--- config.mk ---
export PLATFORM = sky130hd
export DESIGN_NAME = imm_extend_stage
export DESIGN_NICKNAME = d
export VERILOG_FILES = /design/src/rtl/imm_ext_pkg.sv /design/src/rtl/imm_ext_core.sv /design/src/rtl/imm_extend_stage.sv
export SDC_FILE = /design/constraint.sdc
export NUM_CORES = 1
export LEC_CHECK = 0
export BUFFER_PORTS_ARGS = -buffer_cell sky130_fd_sc_hd__buf_2
export CAP_MARGIN = 20
export CORE_UTILIZATION = 50
export CTS_BUF_LIST = sky130_fd_sc_hd__clkbuf_4 sky130_fd_sc_hd__clkbuf_8
export DETAILED_ROUTE_END_ITERATION = 10
export PLACE_DENSITY = 0.88
export SYNTH_ARGS = -nofsm -noshare
export SYNTH_HDL_FRONTEND = slang
export SYNTH_SLANG_ARGS = --single-unit
export TNS_END_PERCENT = 5
--- constraint.sdc ---
create_clock -name clk -period 1.4 [get_ports clk]
set_input_delay 0.07 -clock clk [delete_from_list [all_inputs] [get_ports clk]]
set_output_delay 0.07 -clock clk [all_outputs]
set_load 0.01 [all_outputs]
--- src/rtl/imm_ext_pkg.sv ---
// rtl/imm_ext_pkg.sv - shared types and default widths for the immediate extender stage
// Optional skid entry is selected by IMM_EXTEND_SKID_EN in imm_extend_stage.
package imm_ext_pkg;

   typedef enum logic [1:0] {
      IMM_SIGN   = 2'd0,
      IMM_ZERO   = 2'd1,
      IMM_UPPER  = 2'd2,
      IMM_BRANCH = 2'd3
   } imm_mode_e;

   typedef enum logic [1:0] {
      EMPTY = 2'd0,
      ONE   = 2'd1,
      FULL  = 2'd2
   } occ_state_e;

   localparam int DEF_IN_W  = 16;
   localparam int DEF_OUT_W = 32;
   localparam int DEF_TAG_W = 5;

endpackage

--- src/rtl/imm_ext_core.sv ---
// rtl/imm_ext_core.sv - combinational immediate extension (sign, zero, upper, branch offset)
// Used on the input side of imm_extend_stage; independent of IMM_EXTEND_SKID_EN.
module imm_ext_core
   import imm_ext_pkg::*;
#(
   parameter int IN_W  = DEF_IN_W,
   parameter int OUT_W = DEF_OUT_W
) (
   input  logic [IN_W-1:0]  imm,
   input  logic [1:0]       mode,
   output logic [OUT_W-1:0] ext
);

   logic [OUT_W-1:0] sign_ext;
   logic [OUT_W-1:0] zero_ext;
   logic [OUT_W-1:0] upper_ext;
   logic [OUT_W-1:0] branch_ext;

   assign sign_ext   = {{(OUT_W-IN_W){imm[IN_W-1]}}, imm};
   assign zero_ext   = {{(OUT_W-IN_W){1'b0}}, imm};
   assign upper_ext  = {imm, {(OUT_W-IN_W){1'b0}}};
   // OUT_W >= IN_W+2 guarantees the two dropped top bits are sign copies
   assign branch_ext = {sign_ext[OUT_W-3:0], 2'b00};

   always_comb begin
      ext = sign_ext;
      case (imm_mode_e'(mode))
         IMM_SIGN:   ext = sign_ext;
         IMM_ZERO:   ext = zero_ext;
         IMM_UPPER:  ext = upper_ext;
         IMM_BRANCH: ext = branch_ext;
         default:    ext = sign_ext;
      endcase
   end

endmodule

--- src/rtl/imm_extend_stage.sv ---
// rtl/imm_extend_stage.sv - registered valid/ready immediate extender between decode and execute
// Define IMM_EXTEND_SKID_EN for a two-entry stage with registered in_ready.
module imm_extend_stage
   import imm_ext_pkg::*;
#(
   parameter int IN_W  = DEF_IN_W,
   parameter int OUT_W = DEF_OUT_W,
   parameter int TAG_W = DEF_TAG_W
) (
   input  logic             clk,
   input  logic             rst_n,
   input  logic             in_valid,
   output logic             in_ready,
   input  logic [IN_W-1:0]  in_imm,
   input  logic [1:0]       in_mode,
   input  logic [TAG_W-1:0] in_tag,
   output logic             out_valid,
   input  logic             out_ready,
   output logic [OUT_W-1:0] out_imm,
   output logic [TAG_W-1:0] out_tag
);

   logic [OUT_W-1:0] ext;
   logic             accept;
   logic             drain;
   occ_state_e       state;

   imm_ext_core #(
      .IN_W  (IN_W),
      .OUT_W (OUT_W)
   ) u_core (
      .imm  (in_imm),
      .mode (in_mode),
      .ext  (ext)
   );

   assign accept = in_valid && in_ready;
   assign drain  = out_valid && out_ready;

`ifdef IMM_EXTEND_SKID_EN
   logic [OUT_W-1:0] skid_imm;
   logic [TAG_W-1:0] skid_tag;

   always_ff @(posedge clk or negedge rst_n) begin
      if (!rst_n) begin
         state     <= EMPTY;
         out_valid <= 1'b0;
         in_ready  <= 1'b1;
         out_imm   <= '0;
         out_tag   <= '0;
         skid_imm  <= '0;
         skid_tag  <= '0;
      end else begin
         case (state)
            EMPTY: begin
               if (accept) begin
                  out_imm   <= ext;
                  out_tag   <= in_tag;
                  out_valid <= 1'b1;
                  state     <= ONE;
               end
            end
            ONE: begin
               if (accept && drain) begin
                  out_imm <= ext;
                  out_tag <= in_tag;
               end else if (accept) begin
                  // consumer stalled after in_ready was already shown high
                  skid_imm <= ext;
                  skid_tag <= in_tag;
                  in_ready <= 1'b0;
                  state    <= FULL;
               end else if (drain) begin
                  out_valid <= 1'b0;
                  state     <= EMPTY;
               end
            end
            FULL: begin
               if (drain) begin
                  out_imm  <= skid_imm;
                  out_tag  <= skid_tag;
                  in_ready <= 1'b1;
                  state    <= ONE;
               end
            end
            default: begin
               state     <= EMPTY;
               out_valid <= 1'b0;
               in_ready  <= 1'b1;
            end
         endcase
      end
   end
`else
   assign in_ready = !out_valid || out_ready;

   always_ff @(posedge clk or negedge rst_n) begin
      if (!rst_n) begin
         state     <= EMPTY;
         out_valid <= 1'b0;
         out_imm   <= '0;
         out_tag   <= '0;
      end else begin
         case (state)
            EMPTY: begin
               if (accept) begin
                  out_imm   <= ext;
                  out_tag   <= in_tag;
                  out_valid <= 1'b1;
                  state     <= ONE;
               end
            end
            ONE: begin
               if (accept) begin
                  out_imm <= ext;
                  out_tag <= in_tag;
               end else if (drain) begin
                  out_valid <= 1'b0;
                  state     <= EMPTY;
               end
            end
            default: begin
               state     <= EMPTY;
               out_valid <= 1'b0;
            end
         endcase
      end
   end
`endif

endmodule

Yosys cells after proc, flatten, opt, wreduce, memory -nomap -nowiden

Cells that the tools add are included.

Bits in registers: 40
Output and inout bits: 39
Bits of input ports: 27
Logic and storage cells: 29

Reductions and logical operators: 9
Mux-type cells: 9
Equality and inequality tests: 7

Operators by type and width:

| cell                 | count |
|---|---|
| $pmux W32 S4         | 1 |
| $mux W2              | 3 |
| $ne A2 B2 Y1 const B | 3 |
| $eq A2 B1 Y1 const B | 2 |
| $eq A2 B2 Y1 const B | 2 |
| $logic_not A2 Y1     | 2 |
| $pmux W2 S2          | 1 |
| $mux W1              | 3 |
| $reduce_and A3 Y1    | 1 |
| $logic_and A1 B1 Y1  | 2 |
| $pmux W1 S2          | 1 |
| $reduce_and A2 Y1    | 1 |
| $reduce_or A2 Y1     | 1 |
| $logic_not A1 Y1     | 1 |
| $logic_or A1 B1 Y1   | 1 |

Logic depth before layout (Yosys ltp)

Gate-level depths: netlist of run 1.

Depth after elaboration: 5
Gate-level depth with buffers: 5
Gate-level depth less buffers: 3

Modules after synthesis

From an unflattened synthesis of run 1, not the netlist that was laid out.

Cell total of the unflattened synthesis: 141
Area, all modules: 2084.5 um^2

Modules (own cells, without submodules):

| module           | times used | area an instance (um^2) | cells each | seq. area each (um^2) |
|---|---|---|---|---|
| imm_extend_stage | 1          | 1572.8                  | 81         | 950.9 |
| imm_ext_core     | 1          | 511.7                   | 60         | 0.0 |

Worst setup path before layout of run 1

Ideal clock, no wire load.

Path kind: register to register
Start: register out_valid
End: register out_imm[0]
Path buffers: 1
Setup slack: 191 ps
Library setup time: 125 ps
Data required time: 1275 ps
Period minus slack after synthesis: 1209 ps
Stages on the path, launching flop included: 5
Arrival: 1084 ps
Cells stage by stage: dfrtp_1 -> nand2b_4 -> and2_4 -> buf_6 -> mux2_4

Word-level cells in the longest chain between the ends: 4

RTL lines:

| item                        | line                    | RTL |
|---|---|---|
| from (decl)                 | imm_extend_stage.sv:17  | `output logic out_valid,` |
| from (signal assigned)      | imm_extend_stage.sv:100 | `out_valid <= 1'b0;` |
| from (signal assigned)      | imm_extend_stage.sv:109 | `out_valid <= 1'b1;` |
| from (signal assigned)      | imm_extend_stage.sv:118 | `out_valid <= 1'b0;` |
| $logic_not A1 Y1            | imm_extend_stage.sv:95  | `assign in_ready = !out_valid \|\| out_ready;` |
| $logic_or A1 B1 Y1          | imm_extend_stage.sv:95  |  |
| $logic_and A1 B1 Y1         | imm_extend_stage.sv:37  | `assign accept = in_valid && in_ready;` |
| $reduce_and A2 Y1 (no line) | n/a                     |  |
| to (signal assigned)        | imm_extend_stage.sv:107 | `out_imm <= ext;` |
| to (signal assigned)        | imm_extend_stage.sv:115 | `out_imm <= ext;` |
| to (decl)                   | imm_extend_stage.sv:19  | `output logic [OUT_W-1:0] out_imm,` |

Every way passes these cells.
A chain may end at the register's enable or synchronous reset.

Worst setup path in the final report of run 1

Start: register out_valid
End: register out_tag[0]

Word-level cells in the longest chain between the ends: 4

RTL lines:

| item                        | line                    | RTL |
|---|---|---|
| $logic_not A1 Y1            | imm_extend_stage.sv:95  |  |
| $logic_or A1 B1 Y1          | imm_extend_stage.sv:95  |  |
| $logic_and A1 B1 Y1         | imm_extend_stage.sv:37  |  |
| $reduce_and A2 Y1 (no line) | n/a                     |  |
| to (signal assigned)        | imm_extend_stage.sv:108 | `out_tag <= in_tag;` |
| to (signal assigned)        | imm_extend_stage.sv:116 | `out_tag <= in_tag;` |
| to (decl)                   | imm_extend_stage.sv:20  | `output logic [TAG_W-1:0] out_tag` |

Every way passes these cells.

==> flow_summary.ini, run 1 <==
[synthesis]
syn-mean-instance-area_um2 = 10.7
synthArstFlopShare_pct = 100
yosysTopAreaCell = dfrtp_1
ys_types = 23
netlist.area_leader.share_pct = 50.6
ys_seq_area_share_pct = 50.6
post-synth-top-count-cell = a21oi_1
netlist_instances = 176
synth_common_cells = a21oi_1 (47), dfrtp_1 (38), nand2_1 (15), nor2b_1 (15), o22a_1 (14)
syn_nets = 203
synth.area.top_cells = dfrtp_1 (51%), a21oi_1 (13%), o22a_1 (6.5%), mux2_4 (5.6%), nor2b_1 (5.0%)
synth_edf_count = 0
ys_dominant_reg_cell = dfrtp_1
yosys_warnings = 0
ys_seq_elements = 38
syn_area_um2 = 1880

[final_layout]
fin_area_um2 = 2320
n_fill_cell = 289
fin_util_pct = 66.8
final_net_count = 268
n_antenna_cell = 0
layout-drive-gt1-share_pct = 41.7
stdcell_count = 286
syn_to_final_growth_pct = 23.4

[grt]
grt_max_degree = 21
grtUsageMet2_pct = 37.6
use_met3_pct = 5.80
grt_pass1_vias = 1513
grt.busiest_layer = met2
grtUsageTotal_pct = 23.8
antenna_found_initial = 0
grt_util_met1_pct = 30.2
grt_pass1_wl_um = 7100
grt_remaining_overflow = 0

[die]
die_w_um = 63.3
core_area_um2 = 3470
io_pins = 66
die_area_um2 = 4010
initial_core_util_pct = 54.2
row_count = 21
die_h_um = 63.3

[timing]
rsz0062_at_grt = false
fin_skew_ns = 0.00310
hold_viol_final = 0
slew_headroom_pct = 67.8
finalSetupViolations = 0
worst_pin_slew_ns = 0.482
fin_crit_sh_pct = 93.8
fin_setup_tns_ns = 0
report.final.slew_viol_count = 0
fmax_mhz = 762
period_minus_slack_ns = 1.31

[worst_hold_path]
hold_path_class = in2reg
whs_endpoint = out_tag[2]
hold_start = in_tag[2]
hold_depth = 2

[drt]
vias = 1563
dr.first_iter.drc_count = 154
vias_per_cell = 5.47
firstDrtPassIters = 5
drt-total-wl_um = 4330
drc = 0
routedWlPerCell_um = 15.2
postRouteAntennaNets = 0

[clocking]
cts.htree.levels = 2
clk_latency_ns = 0.29
numCtsBuffers = 5
post_cts_resized = 0
cts_tree = done
cts_sinks = 38
postCtsHoldBufs = 2
cts_root_buf = clkbuf_8
cts.clk_slew.worst_paths_ns = 0.07
cts_buffer_depth = 2
postCtsSetupRepairBufs = 0

[worst_setup_path]
ff2ff_setup_slack_ns = 0.09
slowest_delay_ns = 0.41
crit_required_ns = 1.58
r2r-end = out_tag[0]
critPathArrivalTime_ns = 1.49
reg2reg_from = out_valid
worstRegToRegCells = 3
crit_path_end_kind = flop
crit_type = reg2reg
crit_path_max_fanout = 20
crit_path_cell_trace = nand2b_4, and2_4, mux2_4
start_kind = flop
cp_slowest_cell = dfrtp_1

[power_and_ir_drop]
p_leak_nw = 1.09
vdd_drop_max_mv = 0.845
pwr_density_cell_nw_per_um2 = 1190

[placed_design]
place_area_um2 = 2220
place.port_buffers = 65
hpwl_um = 3170
routabilityCongestion = 0.835
dp.cells = 278

[status]
status = complete, no violations

[job]
max-cap-violations = 0
-- flip-flops by register name, indices dropped and copies added (netlist names) --
register   flops
out_imm       32
out_tag        5
out_valid      1
-- area by class of cell --
type                    instances  area, um2  area share [%]
well taps                      46       57.6            2.48
flip-flops and latches         38        951            41.0
repair buffers                 75        430            18.6
inverters                       2       7.51           0.324
clock buffers                   6       82.6            3.56
multi-input cells             119        790            34.1
-- per-layer routing --
layer  part of all wire [%]  vias up
li1                       -      743
met1                     42      743
met2                     48       71
met3                    7.9        6
met4                    1.7        0
met5                      0        -
-- through the flow --
stage          worst slack [ns]  total power [W]  hold WS, ns
2_1_floorplan             0.191          0.00177       -0.226
3_3_place_gp              0.130          0.00204       0.0545
3_5_place_dp              0.101          0.00206       0.0565
4_1_cts                  0.0918          0.00279      0.00256
5_1_grt                  0.0449          0.00292      0.00957
6_report                 0.0874          0.00277       0.0120
-- power breakdown --
| part | switching [W] | leakage, nW | internal, W |
|---|---|---|---|
| Clock | 0.000347 | 0.0431 | 0.000379 |
| Combinational | 0.000365 | 0.601 | 0.000332 |
| Sequential | 0.0000870 | 0.441 | 0.00126 |
| Total | 0.000799 | 1.09 | 0.00197 |
-- cell usage in the layout (no fill, tap or decap) --
cell,netlist,final
buf_2,6,65
a21oi_1,47,47
dfrtp_1,38,38
nand2_1,15,15
nor2b_1,15,15
o22a_1,14,14
a21oi_2,9,9
mux2_4,7,7
clkbuf_8,0,6
buf_4,4,6
nand2b_1,2,2
inv_1,2,2
dlygate4sd3_1,0,2
buf_12,0,2
nand2b_4,1,1
and2_4,1,1
nand3_1,1,1
nand3_2,1,1
mux2_2,1,1
a2bb2oi_1,1,1
and2_2,1,1
a31oi_1,1,1
o2111ai_1,1,1
o21ai_1,1,1
-- logic make-up (layout without fill, tap and decap cells) --
| kind of cell | after synthesis | count (layout) | share of synthesized area, % |
|---|---|---|---|
| compound gates | 74 | 74 | 24.8 |
| buf+inv | 19 | 83 | 7.39 |
| flops | 38 | 38 | 50.6 |
| mux | 8 | 8 | 6.19 |
| simple gates | 37 | 37 | 11.1 |
-- how the worst max path moves through the flow --
stage                      end  slack [ns]  cells past startpoint      start
floorplan           out_imm[0]        0.19                      4  out_valid
global placement    out_tag[1]        0.13                      3  out_valid
detailed placement  out_tag[0]        0.10                      3  out_valid
CTS                 out_tag[0]        0.09                      3  out_valid
global route        out_tag[0]        0.04                      3  out_valid
finish              out_tag[0]        0.09                      3  out_valid
-- critical path: cells and delay by family, from the launching register on --
kind / cells / cell delay (ns)
AND/OR/NAND/NOR: 2 / 0.46
flip-flops: 1 / 0.41
multiplexers: 1 / 0.34
No activity file was read; power rests on OpenSTA's default activity.
==> run 2: changes to the inputs <==
--- a/config.mk
+++ b/config.mk
@@ -7,10 +7,10 @@
 export LEC_CHECK = 0
 export BUFFER_PORTS_ARGS = -buffer_cell sky130_fd_sc_hd__buf_2
 export CAP_MARGIN = 20
-export CORE_UTILIZATION = 50
+export CORE_UTILIZATION = 51
 export CTS_BUF_LIST = sky130_fd_sc_hd__clkbuf_4 sky130_fd_sc_hd__clkbuf_8
 export DETAILED_ROUTE_END_ITERATION = 10
-export PLACE_DENSITY = 0.88
+export PLACE_DENSITY = 0.89
 export SYNTH_ARGS = -nofsm -noshare
 export SYNTH_HDL_FRONTEND = slang
 export SYNTH_SLANG_ARGS = --single-unit
==> flow_summary.ini, run 2 (synthesized netlist as in run 1, its figures left out) <==
[worst_hold_path]
hold_path_class = in2reg

[grt]
grt_pass1_wl_um = 7930
grt_max_degree = 39
grt_remaining_overflow = 0
grtUsageTotal_pct = 27.0
antenna_found_initial = 0
grt_pass1_vias = 1593

[power_and_ir_drop]
switching_power_w = 0.000876
p_sw_share_pct = 29.2
vdd_drop_max_mv = 0.748
seqPwrFrac_pct = 45.0
clkPwrFrac_pct = 31.1
intPower_w = 0.00212
power_w = 0.00299
comb_power_share_pct = 23.9
pwr_density_cell_nw_per_um2 = 1260
p_leak_nw = 1.11

[die]
core_area_um2 = 3440
row_count = 21
initial_core_util_pct = 54.6
die_area_um2 = 3930
die_w_um = 62.7
io_pins = 66
die_h_um = 62.7

[timing]
rsz0062_at_grt = false
whs_ns = 0.00875
worst_pin_slew_ns = 0.481
hold_viol_final = 0
fin_skew_ns = 0.00777
fin_setup_tns_ns = 0
fin_crit_sh_pct = 92.9
slew_headroom_pct = 67.9
finalSetupViolations = 0
period_minus_slack_ns = 1.30
fmax_mhz = 769
report.final.slew_viol_count = 0

[placed_design]
routabilityCongestion = 0.852
place.port_buffers = 65
dp.cells = 278
hpwl_um = 3320

[clocking]
cts_root_buf = clkbuf_8
post_cts_resized = 0
cts.clk_slew.worst_paths_ns = 0.08
clk_latency_ns = 0.30
cts_buffer_depth = 2
cts.htree.levels = 2
numCtsBuffers = 5
postCtsSetupRepairBufs = 0
cts_sinks = 38
cts_tree = done
postCtsHoldBufs = 4

[drt]
postRouteAntennaNets = 0
dr.first_iter.drc_count = 88
drc = 0
firstDrtPassIters = 4
vias_per_cell = 5.49
drt-total-wl_um = 4660
routedWlPerCell_um = 16.0
vias = 1599

[worst_setup_path]
critPathArrivalTime_ns = 1.49
crit_path_max_fanout = 17
crit_required_ns = 1.59
crit_path_end_kind = flop
crit_type = reg2reg
start_kind = flop

[final_layout]
largest_reg_flops = 32
layout-drive-gt1-share_pct = 41.6
final_common_cell = buf_2
final_net_count = 271
top_regs = out_imm x32, out_tag x5, out_valid x1
n_antenna_cell = 0
regMostFlops = out_imm
final_cell_mix = buf_2 (65), a21oi_1 (47), dfrtp_1 (38)
syn_to_final_growth_pct = 26.4
stdcell_count = 291

[status]
status = complete, no violations

[job]
max-cap-violations = 0
-- run 2: area by class of cell --
class	count	area, um2
fill	264	1070
tap	46	57.6
sequential	38	951
inverter	2	7.51
clock inverter	3	40.0
timing repair buffer	78	460
clock buffer	5	68.8
multi-input combinational	119	790
-- run 2: routing by layer --
metal | vias up | routed length (um) | part of all wire (%) | global-route usage [%]
met4 | 0 | 70 | 1.5 | 10.2
met2 | 61 | 2280 | 49 | 41.8
met3 | 5 | 258 | 5.5 | 9.31
met1 | 779 | 2050 | 44 | 34.8
li1 | 754 | - | - | -
met5 | - | 0 | 0 | 0
-- run 2: power by group through the flow --
stage / registers [W] / logic [W] / clock network [W]
2_1_floorplan: 0.00144 / 0.000336 / 0
3_3_place_gp: 0.00136 / 0.000683 / 0
3_5_place_dp: 0.00136 / 0.000708 / 0
5_1_grt: 0.00137 / 0.000780 / 0.000997
4_1_cts: 0.00135 / 0.000718 / 0.000938
6_report: 0.00135 / 0.000715 / 0.000931
-- run 2: final timing paths --
| check | depth (start not counted) | end | slack, ns | startpoint |
|---|---|---|---|---|
| setup / recovery | 3 | out_tag[0] | 0.1 | out_valid |
| hold / removal | 2 | out_tag[1] | 0.009 | in_tag[1] |
| setup reg to reg | 3 | out_tag[0] | 0.1 | out_valid |
| hold reg to reg | 1 | out_imm[25] | 0.51 | out_imm[25] |
| max in group asynchronous | 3 | out_imm[22] | 0.69 | rst_n |
| min in group asynchronous | 3 | out_tag[3] | 0.37 | rst_n |
-- run 2: per-stage QoR --
stage	setup WS [ns]	cell area (um2)	utilization [%]
final	0.0998	2370	69.0
after global routing	0.0450	2370	69.0
after floorplan	0.191	1880	-
after global placement	0.148	2220	64.4
after CTS	0.104	2360	68.7
after detailed placement	0.119	2220	64.4
-- run 2: critical path, cell delays in order (launching register included) --
cell,delay [ns]
dfrtp_1,0.42
nand2b_4,0.12
and2_4,0.32
mux2_4,0.33
==> run 3: changes to the inputs <==
--- a/config.mk
+++ b/config.mk
@@ -5,12 +5,12 @@
 export SDC_FILE = /design/constraint.sdc
 export NUM_CORES = 1
 export LEC_CHECK = 0
-export BUFFER_PORTS_ARGS = -buffer_cell sky130_fd_sc_hd__buf_2
 export CAP_MARGIN = 20
-export CORE_UTILIZATION = 51
+export CORE_UTILIZATION = 60
 export CTS_BUF_LIST = sky130_fd_sc_hd__clkbuf_4 sky130_fd_sc_hd__clkbuf_8
 export DETAILED_ROUTE_END_ITERATION = 10
-export PLACE_DENSITY = 0.89
+export DONT_BUFFER_PORTS = 1
+export PLACE_DENSITY = 0.84
 export SYNTH_ARGS = -nofsm -noshare
 export SYNTH_HDL_FRONTEND = slang
 export SYNTH_SLANG_ARGS = --single-unit
==> flow_summary.ini, run 3 (synthesized netlist as in run 1, its figures left out) <==
[worst_hold_path]
hold_path_class = in2reg

[worst_setup_path]
crit_type = in2reg
crit_buf_inv = 2
crit_path_end_kind = flop
start_kind = input pin
cp_slowest_cell = dlygate4sd3_1
crit_required_ns = 1.64
slowest_delay_ns = 1.06
crit_family = buffers and inverters
crit_path_cell_trace = dlygate4sd3_1, inv_1, o2111ai_1, o21ai_1
crit_path_max_fanout = 16
critPathArrivalTime_ns = 1.56

[die]
row_count = 19
initial_core_util_pct = 65.9
die_h_um = 58.0
die_w_um = 58.0
core_area_um2 = 2850
io_pins = 66
die_area_um2 = 3360

[final_layout]
layout-drive-gt1-share_pct = 17.6
syn_to_final_growth_pct = 15.6
final_net_count = 225
largest_reg_flops = 32
n_fill_cell = 200
n_antenna_cell = 0
top_regs = out_imm x32, out_tag x5, out_valid x1
final_cell_mix = a21oi_1 (47), dfrtp_1 (38), dlygate4sd3_1 (24)
final_common_cell = a21oi_1
regMostFlops = out_imm

[power_and_ir_drop]
intPower_w = 0.00174
switching_power_w = 0.000788
p_sw_share_pct = 31.2
vdd_drop_max_mv = 0.925
pwr_density_cell_nw_per_um2 = 1160
p_leak_nw = 0.925
comb_power_share_pct = 18.2
seqPwrFrac_pct = 57.6
clkPwrFrac_pct = 24.2

[clocking]
cts_root_buf = clkbuf_4
clk_latency_ns = 0.35
cts_sinks = 38
numCtsBuffers = 5
cts.htree.levels = 2
cts_buffer_depth = 2
postCtsSetupRepairBufs = 0
cts.clk_slew.worst_paths_ns = 0.12
cts_tree = done

[drt]
firstDrtPassIters = 7
dr.first_iter.drc_count = 138
drc = 5
vias_per_cell = 6.40
postRouteAntennaNets = 0
drt-total-wl_um = 4580
routedWlPerCell_um = 19.9
vias = 1472

[grt]
grt_pass1_vias = 1486
antenna_found_initial = 0
grt_pass1_wl_um = 7280
grt_remaining_overflow = 0
grtUsageTotal_pct = 29.0
grt_max_degree = 39

[placed_design]
hpwl_um = 2840
routabilityCongestion = 0.812
pre_cts_slack_ns = 0.158
place.port_buffers = 0

[timing]
fin_setup_tns_ns = 0
timing.final.ws_setup_ns = 0.0875
slew_headroom_pct = 38.4
period_minus_slack_ns = 1.31
report.final.slew_viol_count = 0
hold_viol_final = 0
finalSetupViolations = 0
worst_pin_slew_ns = 0.924
fmax_mhz = 762
rsz0062_at_grt = false
fin_skew_ns = 0.0113
fin_crit_sh_pct = 93.7

[job]
max-cap-violations = 0

[status]
violations = DRC
status = complete, but fails checks
==> run 3: changes by cell type in the layout (fill, tap and decap cells not counted), moves of 2 or more <==
cell | before | now
buf_2 | 65 | 0
dlygate4sd3_1 | 5 | 24
clkbuf_4 | 0 | 5
clkbuf_8 | 5 | 1
dlymetal6s4s_1 | 0 | 2
==> run 3: per-layer routing <==
metal	wire [um]	GRT usage, %	share of wire [%]	up-vias
li1	-	-	-	667
met1	1820	37.8	40	719
met2	2200	44.8	48	76
met3	476	10.9	10	10
met4	82	10.2	1.8	0
met5	0	0	0	-
==> run 3: what timing repair did <==
item,CTS,global route
endpoints found under the hold margin,76,0
endpoints found under the setup margin,0,19
hold buffers,27,0
resized for setup,0,2
==> run 3: worst paths after layout <==
| kind | start | end | slack [ns] | cells after the start |
|---|---|---|---|---|
| min in group asynchronous | rst_n | out_imm[5] | 0.16 | 2 |
| setup reg to reg | out_valid | out_valid | 0.11 | 3 |
| setup / recovery | in_mode[0] | out_imm[31] | 0.09 | 4 |
| hold reg to reg | out_imm[30] | out_imm[30] | 0.59 | 1 |
| hold / removal | in_imm[0] | out_imm[0] | 0.01 | 2 |
| max in group asynchronous | rst_n | out_imm[29] | 1.05 | 2 |
==> run 3: power by group through the flow <==
stage / Combinational, W / Sequential, W / Clock [W]
final: 0.000460 / 0.00145 / 0.000611
after global routing: 0.000503 / 0.00147 / 0.000658
after CTS: 0.000454 / 0.00145 / 0.000627
after detailed placement: 0.000335 / 0.00148 / 0
after global placement: 0.000321 / 0.00147 / 0
after floorplan: 0.000336 / 0.00144 / 0
==> run 3: final cells by class <==
class,count,area (um2),share of cell area [%]
Sequential cell,38,951,43.8
Multi-Input combinational cell,119,790,36.3
Timing Repair Buffer,32,323,14.9
Clock buffer,6,51.3,2.36
Tap cell,31,38.8,1.78
Clock inverter,2,12.5,0.576
Inverter,2,7.51,0.345
==> run 3: through the flow <==
step                      std cells  hold slack, ns  total power, W  instance area (um2)  utilization (%)
after global placement          195          -0.224         0.00179                 1820             63.9
after floorplan                 176          -0.226         0.00177                 1880                -
after CTS                       230         0.00248         0.00254                 2170             76.0
after detailed placement        195          -0.225         0.00181                 1820             63.9
final                           230          0.0147         0.00252                 2170             76.2
after global routing            230         0.00876         0.00263                 2170             76.2
